## src/rtl/px_adc_capture_multi.sv

```systemverilog
// Multi-channel serial pixel-ADC capture: shared cs/sclk, per-lane shift and 2^k accumulate,
// results packed per channel into a first-word-fall-through FIFO with overflow flag.

module px_adc_capture_multi_lane #(
  parameter int DATA_W = 12,
  parameter int ACC_W  = 15
) (
  input  logic              clk,
  input  logic              reset,
  input  logic              din,
  input  logic              shift_en,
  input  logic              acc_en,
  input  logic              clr,
  input  logic [1:0]        k,
  output logic [DATA_W-1:0] result
);
  logic [DATA_W-1:0] sh;
  logic [ACC_W-1:0]  acc;

  always_ff @(posedge clk or negedge reset) begin
    if (!reset) begin
      sh  <= '0;
      acc <= '0;
    end else begin
      if (shift_en) sh <= {sh[DATA_W-2:0], din};
      if (clr)         acc <= '0;
      else if (acc_en) acc <= acc + ACC_W'(sh);
    end
  end

  assign result = DATA_W'(acc >> k);
endmodule

module px_adc_capture_multi #(
  parameter int N_CH       = 2,
  parameter int DATA_W     = 12,
  parameter int LEAD_BITS  = 4,
  parameter int FRAME_BITS = 16,
  parameter int CLK_DIV    = 2,
  parameter int QUIET_CYC  = 2,
  parameter int FIFO_DEPTH = 4
) (
  input  logic                   clk,
  input  logic                   reset,
  input  logic                   start,
  input  logic [1:0]             avg_log2,
  input  logic                   continuous,
  input  logic                   clr_overflow,
  input  logic [N_CH-1:0]        adc_din,
  output logic                   adc_cs,
  output logic                   adc_sclk,
  output logic                   busy,
  output logic                   out_valid,
  input  logic                   out_ready,
  output logic [N_CH*DATA_W-1:0] out_data,
  output logic                   fifo_afull,
  output logic                   overflow,
  output logic [2:0]             tp_state
);
  localparam int OUT_W   = N_CH * DATA_W;
  localparam int ACC_W   = DATA_W + 3;
  localparam int TMR_MAX = (CLK_DIV > QUIET_CYC) ? CLK_DIV : QUIET_CYC;
  localparam int TMR_W   = $clog2(TMR_MAX + 1);
  localparam int BIT_W   = $clog2(FRAME_BITS + 1);
  localparam int CNT_W   = $clog2(FIFO_DEPTH + 1);
  localparam int AW      = $clog2(FIFO_DEPTH);

  typedef enum logic [2:0] {
    IDLE = 3'd0, CS_SETUP = 3'd1, SHIFT = 3'd2, QUIET = 3'd3, PUSH = 3'd4
  } state_t;

  state_t                           state, state_nxt;
  logic [TMR_W-1:0]                 tmr;
  logic [BIT_W-1:0]                 bitc;
  logic [3:0]                       conv;
  logic [1:0]                       k_q;
  logic                             accept, tmr_done, quiet_done, sample;
  logic                             shift_en, acc_en, acc_clr;
  logic                             cs_d, sclk_d, busy_d;
  logic [N_CH-1:0][DATA_W-1:0]      res;
  logic [FIFO_DEPTH-1:0][OUT_W-1:0] mem;
  logic [CNT_W-1:0]                 count, count_nxt, widx;
  logic                             pop, do_push, drop;

  assign accept     = (state == IDLE) && start;
  assign tmr_done   = (tmr == TMR_W'(CLK_DIV - 1));
  assign quiet_done = (tmr == TMR_W'(QUIET_CYC - 1));
  // din is captured on the edge that drives sclk low->high
  assign sample     = (state == SHIFT) && tmr_done && !adc_sclk;
  assign shift_en   = sample && (bitc >= BIT_W'(LEAD_BITS)) && (bitc < BIT_W'(LEAD_BITS + DATA_W));
  assign acc_en     = (state == QUIET) && quiet_done;
  assign acc_clr    = accept || (state == PUSH);

  always_ff @(posedge clk or negedge reset) begin
    if (!reset) state <= IDLE;
    else        state <= state_nxt;
  end

  always_comb begin
    state_nxt = state;
    case (state)
      IDLE:     if (start) state_nxt = CS_SETUP;
      CS_SETUP: if (tmr_done) state_nxt = SHIFT;
      SHIFT:    if (tmr_done && adc_sclk && (bitc == BIT_W'(FRAME_BITS))) state_nxt = QUIET;
      QUIET:    if (quiet_done) state_nxt = ((conv + 4'd1) < (4'd1 << k_q)) ? CS_SETUP : PUSH;
      PUSH:     state_nxt = continuous ? CS_SETUP : IDLE;
      default:  state_nxt = IDLE;
    endcase
  end

  always_comb begin
    cs_d   = !((state_nxt == CS_SETUP) || (state_nxt == SHIFT));
    busy_d = (state_nxt != IDLE);
    sclk_d = 1'b1;
    if (state_nxt == SHIFT) begin
      if (state != SHIFT) sclk_d = 1'b0;
      else if (tmr_done)  sclk_d = !adc_sclk;
      else                sclk_d = adc_sclk;
    end
  end

  always_ff @(posedge clk or negedge reset) begin
    if (!reset) begin
      adc_cs   <= 1'b1;
      adc_sclk <= 1'b1;
      busy     <= 1'b0;
      tmr      <= '0;
      bitc     <= '0;
      conv     <= '0;
      k_q      <= '0;
    end else begin
      adc_cs   <= cs_d;
      adc_sclk <= sclk_d;
      busy     <= busy_d;
      tmr      <= ((state_nxt != state) || ((state == SHIFT) && tmr_done)) ? '0 : tmr + TMR_W'(1);
      if (state != SHIFT) bitc <= '0;
      else if (sample)    bitc <= bitc + BIT_W'(1);
      if (accept) k_q <= avg_log2;
      if (acc_clr)     conv <= '0;
      else if (acc_en) conv <= conv + 4'd1;
    end
  end

  for (genvar c = 0; c < N_CH; c++) begin : g_lane
    px_adc_capture_multi_lane #(.DATA_W(DATA_W), .ACC_W(ACC_W)) u_lane (
      .clk      (clk),
      .reset    (reset),
      .din      (adc_din[c]),
      .shift_en (shift_en),
      .acc_en   (acc_en),
      .clr      (acc_clr),
      .k        (k_q),
      .result   (res[c])
    );
  end

  // Head always sits in mem[0] so out_data comes straight from a register
  assign pop       = out_valid && out_ready;
  assign do_push   = (state == PUSH) && ((count < CNT_W'(FIFO_DEPTH)) || pop);
  assign drop      = (state == PUSH) && !do_push;
  assign widx      = pop ? count - CNT_W'(1) : count;
  assign count_nxt = count + CNT_W'(do_push) - CNT_W'(pop);

  always_ff @(posedge clk or negedge reset) begin
    if (!reset) begin
      mem        <= '0;
      count      <= '0;
      out_valid  <= 1'b0;
      fifo_afull <= 1'b0;
      overflow   <= 1'b0;
    end else begin
      if (pop) begin
        for (int i = 0; i < FIFO_DEPTH - 1; i++) mem[i] <= mem[i+1];
        mem[FIFO_DEPTH-1] <= '0;
      end
      if (do_push) mem[widx[AW-1:0]] <= res;
      count      <= count_nxt;
      out_valid  <= (count_nxt != '0);
      fifo_afull <= (count_nxt >= CNT_W'(FIFO_DEPTH - 1));
      if (drop)              overflow <= 1'b1;
      else if (clr_overflow) overflow <= 1'b0;
    end
  end

  assign out_data = mem[0];
  assign tp_state = state;
endmodule

```

## config.mk

```make
export PLATFORM = sky130hd
export DESIGN_NAME = px_adc_capture_multi
export DESIGN_NICKNAME = d
export VERILOG_FILES = /design/src/rtl/px_adc_capture_multi.sv
export SDC_FILE = /design/constraint.sdc
export NUM_CORES = 1
export LEC_CHECK = 0
export CORE_MARGIN = 2
export CORE_UTILIZATION = 65
export CTS_BUF_LIST = sky130_fd_sc_hd__clkbuf_2 sky130_fd_sc_hd__clkbuf_4 sky130_fd_sc_hd__clkbuf_8
export DETAILED_ROUTE_END_ITERATION = 7
export PLACE_DENSITY = 0.84
export SETUP_SLACK_MARGIN = 0.15
export SYNTH_ARGS = -nofsm -noshare
export SYNTH_HDL_FRONTEND = slang
export SYNTH_SLANG_ARGS = --single-unit
export TNS_END_PERCENT = 20
```

## constraint.sdc

```tcl
create_clock -name clk -period 4.3 [get_ports clk]
set_clock_uncertainty 0.2 [all_clocks]
set_input_delay 0.43 -clock clk [delete_from_list [all_inputs] [get_ports clk]]
set_output_delay 0.43 -clock clk [all_outputs]
set_load 0.02 [all_outputs]
```

==> out/metrics.cfg, run 1 <==
[sta]
maxSlewHeadroom_pct = 31.22
tightest_slew_ns = 1.032
hold_viol_final = 0
finalSetupViolCount = 0
max_freq_mhz = 296.2
post-route-period-util_pct = 78.51
fin_crit_ns = 3.376
tns_ns = 0
slew_viol_final = 0
grt_setup_unrepaired = no

[setup_path]
r2r_setup_slack_ns = 0.92
critical-path-slowest-cell = dfrtp_1
critical_path_required_ns = 4.46
critPathKind = reg2reg
critPathCaptureType = flop
startpoint_type = flop
critPathArrivalTime_ns = 3.54
path_cells = or3b_1 > a21oi_1 > inv_1 > ha_1 > inv_1 > ha_1 > fa_1 > xnor2_1 > xnor2_1 > or3_1
slowest_delay_ns = 0.58
cp_max_fo = 14

[power]
p_per_area_mw_per_mm2 = 310.0
p_leak_nw = 4.906
ir_drop_v = 0.0002643

[global_routing]
grt_pass1_vias = 6509
antenna_found_initial = 0
grt_max_degree = 98
grt_pass1_wl_mm = 31.82
overflow = 0
grt_use_total_pct = 24.62

[logic_synthesis]
synth_fp_nets = 973
ys_top_cells_by_area = dfrtp_1 45%, mux2i_1 8.2%, o21ai_0 6.1%
yosysTopAreaCell = dfrtp_1
ys.warnings.count = 0
synth_area_mm2 = 0.009659
synthArstFlopShare_pct = 100.0
yosysTopAreaCellShare_pct = 44.82
synth_edf_count = 0
ys_ff_latch = 175
syn_inst = 927
ys_types = 59
synth.avg_cell_area_um2 = 10.42
ys_seq_area_share_pct = 45.36
synth_ff_type = dfrtp_1

[placed_design]
dpl.cell_count = 1090
io_buffers = 42
dp_hpwl_mm = 12.46
gp_congestion = 0.8955

[routing]
wl_per_cell_um = 16.35
wl_mm = 18.37
drt_iter0_markers = 493
via_count = 6765
first_pass_iters = 5
drc_errors = 0
via_per_inst = 6.024
detail-route-antenna-nets = 0

[floorplanning]
core_mm2 = 0.01453
start_util_pct = 66.46
die-area_mm2 = 0.01585
fp-row-count = 44
pin_count = 43
die_w_um = 125.9
die_y_um = 125.9

[final_layout]
stdcell_count = 1123
syn_to_final_growth_pct = 7.370
drive_gt1_share_pct = 11.08
mostFrequentLayoutCell = dfrtp_1
antennaDiodeCount = 0
final_nets = 972
nFillCells = 1095
postLayoutCoreUtil_pct = 71.36
final_cell_mix = 173 x dfrtp_1, 116 x o21ai_0, 89 x nand2_1, 79 x mux2i_1, 57 x nor2_1

[min_path]
hold_path.class = reg2reg

[clocking]
cts_tree = yes
cts-htree-levels = 4
worstSkewPairLatency_ns = 0.48
postCtsSetupBuffers = 0
path_clk_slew_ns = 0.09
cts_root_buf = clkbuf_8
cts_buffer_depth = 2
clkSinkCount = 175
cts_buffers = 17

[run_status]
status = complete, no violations

[run]
cap_violations = 0

## synthesized netlist by cell type, drive strengths merged (8+ instances only)
master,number
xor2,18
inv,38
dfrtp,173
nor2,57
buf,47
nand2,90
ha,33
a21oi,55
nor3,8
mux2i,79
a21o,8
mux2,26
o21ai,117
xnor2,9
clkbuf,28
a211oi,9
nand3,32
mux4,24
nand4,8
## power breakdown
part	internal, mW	switching, mW
clock	0.473	0.621
sequential	1.68	0.0325
combinational	0.178	0.231
total	2.33	0.885
## area by class of cell
| type | count | area [um^2] | area share [%] |
|---|---|---|---|
| Clock buffer | 18 | 241.5 | 2.328 |
| Timing Repair Buffer | 55 | 534.3 | 5.151 |
| Multi-Input combinational cell | 639 | 4712 | 45.43 |
| Inverter | 38 | 142.6 | 1.375 |
| Sequential cell | 175 | 4382 | 42.25 |
| Tap cell | 184 | 230.2 | 2.220 |
| Clock inverter | 14 | 128.9 | 1.243 |
## through the flow
step                instance area [um^2]  setup slack (ns)  hold slack (ns)  power (mW)
CTS                                10370            0.9345           0.2426       3.237
finish                             10370            0.9239           0.2394       3.215
global placement                    9991            0.9826           0.2231       2.141
detailed placement                  9991            0.8970           0.2310       2.155
global route                       10370            0.7325           0.2623       3.340
floorplan                           9659             1.388         -0.06559       2.035
## worst paths after layout
path / start / cells past startpoint / to
setup / recovery: tp_state[2]$_DFF_PN0_ / 10 / out_valid$_DFF_PN0_
hold / removal: tmr[0]$_DFF_PN0_ / 1 / tmr[0]$_DFF_PN0_
setup reg to reg: tp_state[2]$_DFF_PN0_ / 10 / out_valid$_DFF_PN0_
hold reg to reg: tmr[0]$_DFF_PN0_ / 1 / tmr[0]$_DFF_PN0_
max in group asynchronous: reset / 3 / g_lane[1].u_lane.acc[2]$_DFFE_PN0P_
min in group asynchronous: reset / 2 / mem[52]$_DFF_PN0_
## cells by family after synthesis
logic type / share of synthesized area (%)
multiplexers: 17.59
AND/OR/NAND/NOR: 10.51
XOR/XNOR: 2.448
adder cells (fa/ha/maj): 4.896
flip-flops: 45.36
buffers and inverters: 6.010
AO/OA/AOI/OAI: 13.19
## worst max-delay path: cells and delay by family (launching register included)
| family | cells | cell delay (ns) |
|---|---|---|
| adders and majority gates | 3 | 0.86 |
| and+or+nand+nor | 2 | 0.79 |
| DFF | 1 | 0.58 |
| xor gates and xnor gates | 2 | 0.35 |
| AOI/OAI and AO/OA | 1 | 0.32 |
| buffers and inverters | 2 | 0.16 |
## repair_timing
action                                  in CTS  in global routing
hold endpoints to repair                    94                  0
hold buffers                                 1                  0
endpoints found under the setup margin       0                  0
gates resized for setup                      0                  0
## registers in the layout, indices dropped and copies added, names as in the netlist, 2 cells and up
signal / cells
conv: 4
tp_state: 3
k_q: 2
count: 3
g_lane.u_lane.acc: 30
mem: 72
out_data: 24
tmr: 2
g_lane.u_lane.sh: 24
bitc: 5
## metal layers
| metal | GRT usage, % | wire length [um] | share of wire [%] | up-vias |
|---|---|---|---|---|
| met5 | 0 | 0 | 0 | - |
| met4 | 8.080 | 271 | 1.5 | 0 |
| met3 | 5.013 | 720 | 3.9 | 30 |
| met2 | 37.73 | 8652 | 47 | 148 |
| met1 | 35.70 | 8721 | 47 | 3308 |
| li1 | - | - | - | 3279 |
No activity file was read; power rests on OpenSTA's default activity.
==> run 2: changes to the inputs <==
Settings changed: CORE_UTILIZATION 65 to 57, PLACE_DENSITY 0.84 to 0.78.
Clock period 4.3 ns to 3 ns, I/O delays scaled along.
==> run 2 against run 1 <==
  * Final area up 2.1%
  * Sequential share of layout area down 0.83 points
  * Hold slack worse by 0.025 ns
  * Wire length down 1.4%
  * Non-clock buffer count up 16
  * Maximum frequency up 20%
  * Total power up 43%
  * Sequential power up 44%
  * Clock power up 35%
  * Register-to-register slack worse by 0.75 ns
  * Critical path depth unchanged
  * Highest routed layer unchanged
==> out/metrics.cfg, run 2 (same netlist as run 1, synthesis figures left out) <==
[routing]
via_count = 6742  ; was 6765
wl_per_cell_um = 15.43  ; was 16.35 um
drc_errors = 0  ; unchanged
drt_iter0_markers = 451  ; was 493
first_pass_iters = 5  ; unchanged
wl_mm = 18.10  ; was 18.37 mm
via_per_inst = 5.748  ; was 6.024
detail-route-antenna-nets = 0  ; unchanged

[final_layout]
final_nets = 988  ; was 972
multi_input_area_mm2 = 0.004766  ; was 0.004712 mm^2
fin_area_mm2 = 0.01058  ; was 0.01037 mm^2
reg_top3 = mem: 72 flops, g_lane.u_lane.acc: 30 flops  ; unchanged
largest_register_ffs = 72  ; unchanged
syn_to_final_growth_pct = 9.573  ; was 7.370%
nFillCells = 1298  ; was 1095
antennaDiodeCount = 0  ; unchanged
mostFrequentLayoutCell = dfrtp_1  ; unchanged
regMostFlops = mem  ; unchanged
drive_gt1_share_pct = 13.43  ; was 11.08%
postLayoutCoreUtil_pct = 63.82  ; was 71.36%
final_cell_mix = 171 x dfrtp_1, 116 x o21ai_0, 89 x nand2_1, 79 x mux2i_1, 57 x nor2_1  ; was 173 x dfrtp_1, 116 x o21ai_0, 89 x nand2_1, 79 x mux2i_1, 57 x nor2_1
layout.area.seq_mm2 = 0.004384  ; was 0.004382 mm^2

[clocking]
cts_tree = yes  ; unchanged
worstSkewPairLatency_ns = 0.46  ; was 0.48 ns
cts_buffers = 17  ; unchanged
cts-htree-levels = 4  ; unchanged
path_clk_slew_ns = 0.09  ; about the same
clkSinkCount = 175  ; unchanged
cts_buffer_depth = 2  ; unchanged
cts_root_buf = clkbuf_8  ; unchanged

[setup_path]
path_cells = or3b_4 > a21oi_4 > inv_2 > ha_4 > inv_1 > ha_2 > fa_2 > xnor2_2 > xnor2_2 > or3_1  ; was or3b_1 > a21oi_1 > inv_1 > ha_1 > inv_1 > ha_1 > fa_1 > xnor2_1 > xnor2_1 > or3_1
cp_max_fo = 2  ; was 14
critPathCaptureType = flop  ; unchanged
r2r_setup_slack_ns = 0.18  ; was 0.92 ns
startpoint_type = flop  ; unchanged
cpLargestDelayFamily = adder cells  ; unchanged
r2r-end = out_valid$_DFF_PN0_  ; unchanged
worst_r2r_path_depth = 10  ; unchanged
r2r_start = tp_state[1]$_DFF_PN0_  ; was tp_state[2]$_DFF_PN0_
crit_top_cell = xnor2_2
critical_path_required_ns = 3.14  ; was 4.46 ns
critPathBufInv = 2  ; unchanged
critPathArrivalTime_ns = 2.96  ; was 3.54 ns
slowest_delay_ns = 0.43  ; was 0.58 ns
critical-path-slowest-cell = or3b_4  ; was dfrtp_1
critPathKind = reg2reg  ; unchanged

[placed_design]
place_area_mm2 = 0.01014  ; was 0.009991 mm^2
io_buffers = 42  ; unchanged
gp_congestion = 0.8785  ; was 0.8955
dp_hpwl_mm = 12.30  ; was 12.46 mm

[global_routing]
antenna_found_initial = 0  ; unchanged
grt_use_total_pct = 21.49  ; was 24.62%
grt_max_degree = 73  ; was 98
grt_pass1_wl_mm = 31.20  ; was 31.82 mm
overflow = 0  ; unchanged
grt_pass1_vias = 6336  ; was 6509

[floorplanning]
die_y_um = 134.2  ; was 125.9 um
core_mm2 = 0.01658  ; was 0.01453 mm^2
pin_count = 43  ; unchanged
fp-row-count = 47  ; was 44
start_util_pct = 58.25  ; was 66.46%
die_w_um = 134.2  ; was 125.9 um
die-area_mm2 = 0.01800  ; was 0.01585 mm^2

[sta]
fin_crit_ns = 2.821  ; was 3.376 ns
maxSlewHeadroom_pct = 40.56  ; was 31.22%
slew_viol_final = 0  ; unchanged
hold_viol_final = 0  ; unchanged
tns_ns = 0  ; unchanged
finalSetupViolCount = 0  ; unchanged
tightest_slew_ns = 0.8916  ; was 1.032 ns
grt_setup_unrepaired = yes  ; was no
max_freq_mhz = 354.5  ; was 296.2 MHz
post-route-period-util_pct = 94.04  ; was 78.51%

[run_status]
status = complete, no violations  ; unchanged

[power]
p_per_area_mw_per_mm2 = 433.8  ; was 310.0 mW/mm^2
ir_drop_v = 0.0002847  ; was 0.0002643 V
p_leak_nw = 4.986  ; was 4.906 nW

[run]
cap_violations = 0  ; unchanged

[min_path]
hold_path.class = in2async  ; was reg2reg

[run 2: how the worst max path moves through the flow]
stage / startpoint / to / slack (ns) / cells past startpoint
2_1_floorplan: tp_state[1]$_DFF_PN0_ / out_valid$_DFF_PN0_ / 0.17 / 10
3_3_place_gp: out_ready / out_valid$_DFF_PN0_ / 0.10 / 11
3_5_place_dp: out_ready / out_valid$_DFF_PN0_ / 0.04 / 11
4_1_cts: tp_state[0]$_DFF_PN0_ / out_valid$_DFF_PN0_ / 0.15 / 10
5_1_grt: tp_state[1]$_DFF_PN0_ / out_valid$_DFF_PN0_ / 0.10 / 10
6_report: tp_state[1]$_DFF_PN0_ / out_valid$_DFF_PN0_ / 0.18 / 10
[run 2: layout make-up]
cell class                 instances  area share, %
tap                              220          2.601
clock inverter                    11         0.8275
clock buffer                      19          2.471
inverter                          38          1.348
timing repair buffer              71          6.301
multi-input combinational        639          45.03
sequential                       175          41.42
[run 2: stage by stage]
stage               cells  worst slack, ns  total power, mW  hold slack [ns]
floorplan             927           0.1682            2.918          -0.1956
finish               1173           0.1789            4.591           0.2143
CTS                  1170           0.1522            4.560           0.2054
global placement     1136           0.1012            3.085           0.1635
global route         1173           0.1012            4.809           0.2460
detailed placement   1136          0.03935            3.095           0.1723
[run 2: per-layer routing]
| metal | global-route usage, % | wire [um] | vias to the layer above |
|---|---|---|---|
| met2 | 33.30 | 8485 | 136 |
| met4 | 7.135 | 309 | 0 |
| li1 | - | - | 3306 |
| met5 | 0 | 0 | - |
| met3 | 3.477 | 620 | 26 |
| met1 | 31.20 | 8686 | 3274 |
[run 2: report_power, final]
group	internal (mW)	leakage (nW)	switching (mW)
sequential	2.41	2.23	0.0549
combinational	0.311	2.58	0.352
clock	0.616	0.172	0.851
total	3.33	4.99	1.26
[run 2: timing repair]
item	4_1_cts	5_1_grt
setup endpoints to repair	1	2
hold buffers	1	0
pin swaps	2	4
gates resized for setup	3	5
hold endpoints to repair	69	0
buffers inserted	3	3
==> run 3: changes to the inputs <==
Settings changed: CAP_MARGIN set to 0, CORE_MARGIN 2 to 3.
==> run 3 against run 2 <==
  * Final cell count fell by 0.26%
  * Wire length rose by 0.43%
  * Flip-flop and latch count did not move
  * Critical path depth did not move
  * Maximum frequency fell by 0.56%
  * Core utilization rose by 1.4 points
==> out/metrics.cfg, run 3 (same netlist as run 1, synthesis figures left out) <==
[power]
switching_power_mw = 1.273  ; was 1.258 mW
ir_drop_v = 0.0003305  ; was 0.0002847 V
intPower_mw = 3.451  ; was 3.333 mW
p_leak_nw = 4.997  ; was 4.986 nW
pwr-share-clk_pct = 35.0  ; was 31.9%
p_per_area_mw_per_mm2 = 445.9  ; was 433.8 mW/mm^2
p_seq_share_pct = 52.1  ; was 53.6%
power.share.switching_pct = 26.94  ; was 27.40%
p_comb_share_pct = 12.9  ; was 14.5%

[routing]
first_pass_iters = 5  ; unchanged
via_per_inst = 5.785  ; was 5.748
wl_per_cell_um = 15.54  ; was 15.43 um
detail-route-antenna-nets = 0  ; unchanged
via_count = 6769  ; was 6742
drt_iter0_markers = 375  ; was 451
drc_errors = 0  ; unchanged
wl_mm = 18.18  ; was 18.10 mm

[final_layout]
regMostFlops = mem  ; unchanged
antennaDiodeCount = 0  ; unchanged
drive_gt1_share_pct = 13.21  ; was 13.43%
mostFrequentLayoutCell = dfrtp_1  ; unchanged
postLayoutCoreUtil_pct = 65.26  ; was 63.82%
reg_top3 = mem: 72 flops, g_lane.u_lane.acc: 30 flops  ; unchanged
largest_register_ffs = 72  ; unchanged
final_nets = 987  ; was 988
final_cell_mix = 171 x dfrtp_1, 116 x o21ai_0, 89 x nand2_1, 79 x mux2i_1, 57 x nor2_1  ; unchanged
syn_to_final_growth_pct = 9.650  ; was 9.573%

[min_path]
hold_path.class = in2reg  ; was in2async
min_from = clr_overflow
whs_endpoint = overflow$_DFFE_PN0P_
hold_depth = 2

[setup_path]
critical_path_required_ns = 3.14  ; about the same
slowest_delay_ns = 0.43  ; about the same
startpoint_type = flop  ; unchanged
critPathKind = reg2reg  ; unchanged
critical-path-slowest-cell = or3b_4  ; unchanged
cpLargestDelayFamily = adder cells  ; unchanged
r2r_setup_slack_ns = 0.16  ; was 0.18 ns
critPathArrivalTime_ns = 2.98  ; was 2.96 ns
crit_top_cell = ha_1  ; was xnor2_2
r2r_start = tp_state[1]$_DFF_PN0_  ; unchanged
critPathCaptureType = flop  ; unchanged
cp_max_fo = 3  ; was 2
r2r-end = out_valid$_DFF_PN0_  ; unchanged
critPathBufInv = 2  ; unchanged
worst_r2r_path_depth = 10  ; unchanged
path_cells = or3b_4 > a21oi_4 > inv_2 > ha_1 > inv_1 > ha_1 > fa_2 > xnor2_2 > xnor2_1 > or3_1  ; was or3b_4 > a21oi_4 > inv_2 > ha_4 > inv_1 > ha_2 > fa_2 > xnor2_2 > xnor2_2 > or3_1
crit_path_start = tp_state[1]$_DFF_PN0_  ; unchanged

[global_routing]
grt_pass1_vias = 6486  ; was 6336
antenna_found_initial = 0  ; unchanged
grt_pass1_wl_mm = 31.30  ; was 31.20 mm
overflow = 0  ; unchanged
grt_use_total_pct = 20.88  ; was 21.49%
busiest_layer = met2  ; unchanged
grt_max_degree = 176  ; was 73
grtUsageMet3_pct = 3.627  ; was 3.477%
met1_usage_pct = 29.75  ; was 31.20%
grtUsageMet2_pct = 32.91  ; was 33.30%

[sta]
tightest_slew_ns = 0.9709  ; was 0.8916 ns
maxSlewHeadroom_pct = 35.27  ; was 40.56%
hold-worst-slack_ns = 0.2231  ; was 0.2143 ns
grt_setup_unrepaired = yes  ; unchanged
hold_viol_final = 0  ; unchanged
slew_viol_final = 0  ; unchanged
post-route-period-util_pct = 94.57  ; was 94.04%
max_freq_mhz = 352.5  ; was 354.5 MHz
finalSetupViolCount = 0  ; unchanged
tns_ns = 0  ; unchanged
fin_crit_ns = 2.837  ; was 2.821 ns

[clocking]
clkSinkCount = 175  ; unchanged
cts-htree-levels = 4  ; unchanged
cts_root_buf = clkbuf_8  ; unchanged
worstSkewPairLatency_ns = 0.47  ; was 0.46 ns
path_clk_slew_ns = 0.09  ; about the same
cts_buffer_depth = 2  ; unchanged
cts_tree = yes  ; unchanged
cts_buffers = 17  ; unchanged

[floorplanning]
die_y_um = 136.2  ; was 134.2 um
core_mm2 = 0.01623  ; was 0.01658 mm^2
die_w_um = 136.2  ; was 134.2 um
fp-row-count = 46  ; was 47
pin_count = 43  ; unchanged
die-area_mm2 = 0.01854  ; was 0.01800 mm^2
start_util_pct = 59.51  ; was 58.25%

[placed_design]
gp_congestion = 0.8875  ; was 0.8785
io_buffers = 42  ; unchanged
dp_hpwl_mm = 12.28  ; was 12.30 mm

[run]
cap_violations = 0  ; unchanged

[run_status]
status = complete, no violations  ; unchanged

run 3: changes by cell type in the layout (fill, tap and decap cells not counted), sizes merged:
cell / delta
clkinvlp: +1
inv: +4
buf: -1
clkinv: -5
bufinv: +2
run 3: power by group through the flow:
| stage | clock (mW) | sequential, mW | combinational (mW) |
|---|---|---|---|
| floorplan | 0 | 2.50 | 0.420 |
| global placement | 0 | 2.50 | 0.587 |
| detailed placement | 0 | 2.50 | 0.597 |
| CTS | 1.69 | 2.45 | 0.603 |
| global route | 1.78 | 2.47 | 0.673 |
| finish | 1.65 | 2.46 | 0.612 |
run 3: metal layers:
metal  part of all wire [%]  routed length, um
met3                    3.2                585
met2                     47               8529
met1                     48               8765
met5                      0                  0
met4                    1.7                300
run 3: worst max path at each step:
stage | to | slack, ns | depth (start not counted)
2_1_floorplan | out_valid$_DFF_PN0_ | 0.17 | 10
4_1_cts | out_valid$_DFF_PN0_ | 0.18 | 10
3_3_place_gp | out_valid$_DFF_PN0_ | 0.08 | 11
6_report | out_valid$_DFF_PN0_ | 0.16 | 10
3_5_place_dp | out_valid$_DFF_PN0_ | 0.004 | 11
5_1_grt | out_valid$_DFF_PN0_ | 0.09 | 10
run 3: area by class of cell:
type	instances	area, um^2
fillers	1278	5639
flip-flops and latches	175	4384
inverters	38	142.6
clock buffers	19	249.0
well taps	216	270.3
repair buffers	70	650.6
clock inverters	13	151.4
multi-input cells	639	4743
run 3: timing repair:
item / in CTS / in global routing
hold buffers: 1 / 0
endpoints found under the setup margin: 1 / 25
hold endpoints to repair: 173 / 0
pin swaps: 2 / 1
setup buffers: 7 / 1
gates resized for setup: 3 / 3
run 3: stage by stage:
step	power, mW	cells	instance area, um^2	setup slack (ns)
2_1_floorplan	2.918	927	9666	0.1682
3_3_place_gp	3.085	1129	10100	0.07632
3_5_place_dp	3.097	1129	10100	0.004265
4_1_cts	4.743	1169	10570	0.1801
5_1_grt	4.923	1170	10590	0.08882
6_report	4.723	1170	10590	0.1629
